==> src/rtl/adc_xy_fb_mapper_pkg.sv <==
// Shared constants for the ADC-to-framebuffer coordinate mapper:
// default framebuffer geometry, derived coordinate widths and default colour.
package adc_xy_fb_mapper_pkg;

  localparam int DEF_FB_WIDTH   = 640;
  localparam int DEF_FB_HEIGHT  = 480;
  localparam int DEF_PIXEL_BITS = 12;

  localparam int FB_X_BITS = $clog2(DEF_FB_WIDTH);
  localparam int FB_Y_BITS = $clog2(DEF_FB_HEIGHT);

  localparam logic [DEF_PIXEL_BITS-1:0] DEF_PIXEL_COLOR = {DEF_PIXEL_BITS{1'b1}};

endpackage

==> src/rtl/adc_xy_fb_mapper_fifo2.sv <==
// Two-entry synchronous FIFO. Entry 0 is always the head, so the head data
// only changes on a pop or when an empty FIFO is written.
module adc_xy_fifo2 #(
  parameter int WIDTH = 8
) (
  input  logic             clk,
  input  logic             rst_n,
  input  logic             push,
  input  logic [WIDTH-1:0] din,
  output logic             push_ok,
  input  logic             pop,
  output logic             empty,
  output logic             full,
  output logic [WIDTH-1:0] head
);

  logic [1:0]       count;
  logic [WIDTH-1:0] ent0;
  logic [WIDTH-1:0] ent1;
  logic             do_pop;

  assign empty   = (count == 2'd0);
  assign full    = (count == 2'd2);
  assign do_pop  = pop & ~empty;
  // A full FIFO still accepts a push when the head leaves in the same cycle.
  assign push_ok = push & (~full | do_pop);
  assign head    = ent0;

  always_ff @(posedge clk or negedge rst_n) begin
    if (!rst_n) begin
      count <= 2'd0;
      ent0  <= '0;
      ent1  <= '0;
    end else begin
      case (count)
        2'd0: begin
          if (push_ok) begin
            ent0  <= din;
            count <= 2'd1;
          end
        end
        2'd1: begin
          if (do_pop && push_ok) begin
            ent0 <= din;
          end else if (do_pop) begin
            count <= 2'd0;
          end else if (push_ok) begin
            ent1  <= din;
            count <= 2'd2;
          end
        end
        default: begin
          if (do_pop) begin
            ent0 <= ent1;
            if (push_ok) ent1 <= din;
            else         count <= 2'd1;
          end
        end
      endcase
    end
  end

endmodule

==> src/rtl/adc_xy_fb_mapper.sv <==
// Maps free-running ADC sample pairs onto framebuffer coordinates with exact
// linear scaling, suppresses repeated points and buffers them on a stream.
module adc_xy_fb_mapper
  import adc_xy_fb_mapper_pkg::*;
#(
  parameter int                    ADC_DATA_BITS = 10,
  parameter int                    FB_WIDTH      = DEF_FB_WIDTH,
  parameter int                    FB_HEIGHT     = DEF_FB_HEIGHT,
  parameter int                    PIXEL_BITS    = DEF_PIXEL_BITS,
  parameter logic [PIXEL_BITS-1:0] PIXEL_COLOR   = {PIXEL_BITS{1'b1}},
  parameter bit                    DEDUP         = 1'b1,
  parameter int                    DROP_BITS     = 16
) (
  input  logic                         clk,
  input  logic                         reset,
  input  logic [ADC_DATA_BITS-1:0]     adc_x,
  input  logic [ADC_DATA_BITS-1:0]     adc_y,
  input  logic                         adc_valid,
  input  logic                         enable,
  output logic [$clog2(FB_WIDTH)-1:0]  out_x,
  output logic [$clog2(FB_HEIGHT)-1:0] out_y,
  output logic [PIXEL_BITS-1:0]        out_color,
  output logic                         out_valid,
  input  logic                         out_ready,
  output logic [DROP_BITS-1:0]         drop_cnt
);

  localparam int X_W  = $clog2(FB_WIDTH);
  localparam int Y_W  = $clog2(FB_HEIGHT);
  localparam int PX_W = ADC_DATA_BITS + X_W + 1;
  localparam int PY_W = ADC_DATA_BITS + Y_W + 1;

  function automatic logic [X_W-1:0] scale_x(input logic [ADC_DATA_BITS-1:0] s);
    logic [PX_W-1:0] prod;
    prod = PX_W'(s) * PX_W'(FB_WIDTH);
    return X_W'(prod >> ADC_DATA_BITS);
  endfunction

  function automatic logic [Y_W-1:0] scale_y(input logic [ADC_DATA_BITS-1:0] s);
    logic [PY_W-1:0] prod;
    prod = PY_W'(s) * PY_W'(FB_HEIGHT);
    return Y_W'(prod >> ADC_DATA_BITS);
  endfunction

  function automatic logic [DROP_BITS-1:0] sat_inc(input logic [DROP_BITS-1:0] c);
    return (&c) ? c : c + DROP_BITS'(1);
  endfunction

  logic [ADC_DATA_BITS-1:0] x_p1, y_p1;
  logic                     vld_p1;
  logic [X_W-1:0]           x_p2, last_x;
  logic [Y_W-1:0]           y_p2, last_y;
  logic                     vld_p2, have_last;
  logic                     dup, push_req, push_ok, pop, drop;
  logic                     fifo_empty, fifo_full;

  // ---- stage p1: capture ----
  always_ff @(posedge clk or negedge reset) begin
    if (!reset) begin
      vld_p1 <= 1'b0;
      x_p1   <= '0;
      y_p1   <= '0;
    end else begin
      vld_p1 <= adc_valid & enable;
      if (adc_valid && enable) begin
        x_p1 <= adc_x;
        y_p1 <= adc_y;
      end
    end
  end

  // ---- stage p2: scale ----
  always_ff @(posedge clk or negedge reset) begin
    if (!reset) begin
      vld_p2 <= 1'b0;
      x_p2   <= '0;
      y_p2   <= '0;
    end else begin
      vld_p2 <= vld_p1;
      x_p2   <= scale_x(x_p1);
      y_p2   <= scale_y(y_p1);
    end
  end

  // ---- stage p3: dedup and push ----
  assign dup      = DEDUP && have_last && (x_p2 == last_x) && (y_p2 == last_y);
  assign push_req = vld_p2 & ~dup;
  assign pop      = out_ready & ~fifo_empty;
  assign drop     = push_req & fifo_full & ~pop;

  always_ff @(posedge clk or negedge reset) begin
    if (!reset) begin
      have_last <= 1'b0;
      last_x    <= '0;
      last_y    <= '0;
      drop_cnt  <= '0;
    end else begin
      if (push_ok) begin
        have_last <= 1'b1;
        last_x    <= x_p2;
        last_y    <= y_p2;
      end
      if (drop) drop_cnt <= sat_inc(drop_cnt);
    end
  end

  adc_xy_fifo2 #(
    .WIDTH (X_W + Y_W)
  ) u_fifo (
    .clk     (clk),
    .rst_n   (reset),
    .push    (push_req),
    .din     ({x_p2, y_p2}),
    .push_ok (push_ok),
    .pop     (pop),
    .empty   (fifo_empty),
    .full    (fifo_full),
    .head    ({out_x, out_y})
  );

  assign out_valid = ~fifo_empty;
  assign out_color = PIXEL_COLOR;

endmodule
==> config.mk <==
export PLATFORM = sky130hd
export DESIGN_NAME = adc_xy_fb_mapper
export DESIGN_NICKNAME = d
export VERILOG_FILES = /design/src/rtl/adc_xy_fb_mapper_pkg.sv /design/src/rtl/adc_xy_fb_mapper_fifo2.sv /design/src/rtl/adc_xy_fb_mapper.sv
export SDC_FILE = /design/constraint.sdc
export NUM_CORES = 1
export LEC_CHECK = 0
export ABC_AREA = 1
export CORE_ASPECT_RATIO = 2
export CORE_MARGIN = 3
export CORE_UTILIZATION = 51
export DETAILED_ROUTE_END_ITERATION = 10
export PLACE_DENSITY = 0.8
export SYNTH_ARGS = -nofsm -noshare
export SYNTH_HDL_FRONTEND = slang
export SYNTH_SLANG_ARGS = --single-unit
==> constraint.sdc <==
create_clock -name clk -period 3 [get_ports clk]
set_clock_uncertainty 0.15 [all_clocks]
set_input_delay 0.3 -clock clk [delete_from_list [all_inputs] [get_ports clk]]
set_output_delay 0.3 -clock clk [all_outputs]
set_load 0.05 [all_outputs]
==> reports/qor.csv <==
stage,metric,value,unit
finish,share of layout cells above drive strength 1,7.883,%
yosys,mapped cell area,6578,um^2
route,vias,5250,
yosys,library cells used by synthesis,30,
yosys,post-synth top area share,44.51,%
yosys,cell with the most instances after synthesis,nand2_1,
power_and_ir_drop,leakage,0.004055,uW
sta,# setup viols final,0,
global_routing,first-pass GRT wire length,23080,um
route,wire per inst,12.71,um
global_routing,number of global-route vias before repair,5220,
clock_network,CTS Sinks,117,
sta,Worst-Margin Slew,0.6407,ns
global_routing,initial antenna violation count,0,
worst_setup_path,Worst EP required,3.18,ns
yosys,Post-Synthesis Cells,806,
route,DRT antenna net count,0,
die,initial core utilization,52.09,%
worst_setup_path,CP endpoint kind,flip-flop,
yosys,synthesized flop and latch total,117,
worst_hold_path,HP Start,vld_p1,
power_and_ir_drop,Final Power,8529,uW
yosys,top post-synthesis cells by area,"dfrtp_1 (45%), nand2_1 (16%), ha_1 (6.5%), inv_1 (5.3%), fa_1 (5.2%)",
sta,final worst-path cycle share,94.70,%
placed_design,hpwl dp,9699,um
die,# rows,58,
finish,Finished Core Util,62.84,%
route,first drt pass iteration count,4,
die,Chip Width,86.31,um
clock_network,CTS tree,yes,
yosys,Synth async-reset ratio,100.0,%
clock_network,Root Driver,clkbuf_16,
route,DR iter-0 viols,287,
yosys,"top cells by count, synth","nand2_1 (280), dfrtp_1 (117), inv_1 (92)",
sta,Tmin final,2.841,ns
run_status,outcome,finished clean,
worst_setup_path,Crit Reg-Reg Startpoint,y_p1[7],
power_and_ir_drop,Reg power frac,31.2,%
global_routing,GRT Resource Usage Total,19.89,%
global_routing,Overflow after GRT,0,
yosys,ys flop type,dfrtp_1,
placed_design,Inst Count DP,1005,
job,max-cap viol count,0,
worst_setup_path,crit path DAT,3.02,ns
global_routing,largest net degree at the start of global routing,59,
sta,setup ws final,0.1590,ns
power_and_ir_drop,peak supply drop,0.0007080,V
yosys,cell taking the most area after synthesis,dfrtp_1,
die,# IOs,73,
worst_setup_path,Crit Path Class,reg -> reg,
route,drt total wl,13190,um
sta,Fmax,352.0,MHz
worst_hold_path,HP Class,reg -> reg,
route,drt via density,5.058,
yosys,syn avg cell area,8.161,um^2
clock_network,"Clk pin slew, worst setup/hold paths",0.06,ns
power_and_ir_drop,Power Density,1075,nW/um^2
placed_design,pre-CTS setup slack,-0.04300,ns
worst_setup_path,Critical Path Fanout Max,4,
sta,max_slew headroom,57.29,%
yosys,Yosys warnings,0,
power_and_ir_drop,Gate power share,46.2,%
sta,RSZ-0062 raised after global routing,true,
finish,Final Non-Filler Cells,1038,
sta,Fin. Hold Viols,0,
die,die height,166.6,um
yosys,Post-synth EDFFs,0,
power_and_ir_drop,internal power,4781,uW
die,Die ar.,14380,um^2
die,Core Footprint,12630,um^2
placed_design,routability cong.,0.8707,
clock_network,Worst-Skew Late Latency,0.41,ns
route,Residual DRC,0,
clock_network,CTS max path bufs,2,
clock_network,CTS H-tree depth,4,
finish,Area Overhead vs Synth,20.64,%
power_and_ir_drop,Switching Share,43.94,%
worst_setup_path,CP Launch Point,y_p1[7],
finish,antenna cells,0,
placed_design,IO Port Bufs,60,
sta,Max Slew Vio Count,0,
power_and_ir_drop,Clock Power Share,22.6,%
finish,Final #Nets,951,
worst_setup_path,Worst Setup Start Kind,flip-flop,
yosys,register area share after synthesis,44.51,%
power_and_ir_drop,Psw,3747,uW
sta,Min Hold Slack,0.2263,ns
clock_network,CTS buffer count,17,
## state kept, by name, summed over array words and instances, names as in the netlist
signal	count
u_fifo.ent1	19
u_fifo.head	19
drop_cnt	16
last_x	10
x_p1	10
x_p2	10
y_p1	10
last_y	9
y_p2	9
u_fifo.count	2
have_last	1
vld_p1	1
vld_p2	1
## worst max-delay path, stage by stage, from the launching register on
cell,delay (ns)
dfrtp_1,0.37
inv_1,0.17
fa_1,0.47
fa_1,0.51
inv_1,0.04
ha_1,0.35
nand2_1,0.09
nand2_1,0.06
a31oi_1,0.16
nand3_2,0.12
a21oi_2,0.15
xnor2_1,0.12
## metrics by stage
stage	TNS [ns]	area, um^2
2_1_floorplan	0	6619
4_1_cts	0	7889
6_report	0	7935
3_3_place_gp	0	7301
5_1_grt	-0.02315	7935
3_5_place_dp	-0.04300	7301
## cell type report
type / count / area (um^2)
Fill cell: 1077 / 4692
Inverter: 96 / 365.4
Multi-Input combinational cell: 567 / 3143
Timing Repair Buffer: 76 / 733.2
Clock buffer: 19 / 452.9
Clock inverter: 13 / 125.1
Sequential cell: 117 / 2928
Tap cell: 150 / 187.7
## routing by layer
layer | up-vias | part of all wire (%) | track usage, %
li1 | 2647 | - | -
met4 | 0 | 3.7 | 9.091
met5 | - | 0 | 0
met3 | 39 | 3.7 | 4.455
met1 | 2430 | 37 | 21.44
met2 | 134 | 56 | 35.97
## final timing paths
check                                   to  slack [ns]  depth (start not counted)
setup / recovery                   y_p2[8]        0.16                         11
hold / removal                      vld_p2        0.23                          0
setup reg to reg                   y_p2[8]        0.16                         11
hold reg to reg                     vld_p2        0.23                          0
max in group asynchronous   u_fifo.head[1]        1.72                          3
min in group asynchronous  u_fifo.ent1[13]        0.30                          2
## power groups by stage
stage / clock [uW] / sequential [uW] / combinational (uW)
global route: 2050 / 2740 / 4420
detailed placement: 0 / 2670 / 3880
CTS: 1960 / 2660 / 3910
global placement: 0 / 2660 / 3790
floorplan: 0 / 3300 / 2160
finish: 1930 / 2660 / 3940
## kinds of logic after synthesis
family,synth area share [%]
AO/OA/AOI/OAI,6.734
XOR/XNOR,3.995
adder cells (fa/ha/maj),11.64
buffers and inverters,9.035
flip-flops,44.51
other,0.05701
AND/OR/NAND/NOR,24.03
## placed cells by master, fill, tap and decap left out, types with 25 or more instances in the layout
cell             Yosys  routed
ha_1                34      32
clkdlybuf4s50_1      0      59
nand2_1            280     280
o21ai_0             60      59
inv_1               92      87
xor2_1              25      25
nand3_1             54      53
dfrtp_1            117     117
nor2_1              33      33
## timing repair
| action | 4_1_cts | 5_1_grt |
|---|---|---|
| hold endpoints to repair | 46 | 0 |
| hold buffers | 1 | 0 |
| gates resized for setup | 3 | 11 |
| buffers inserted | 0 | 0 |
| setup endpoints to repair | 2 | 5 |
(Power assumes the default switching activity.)
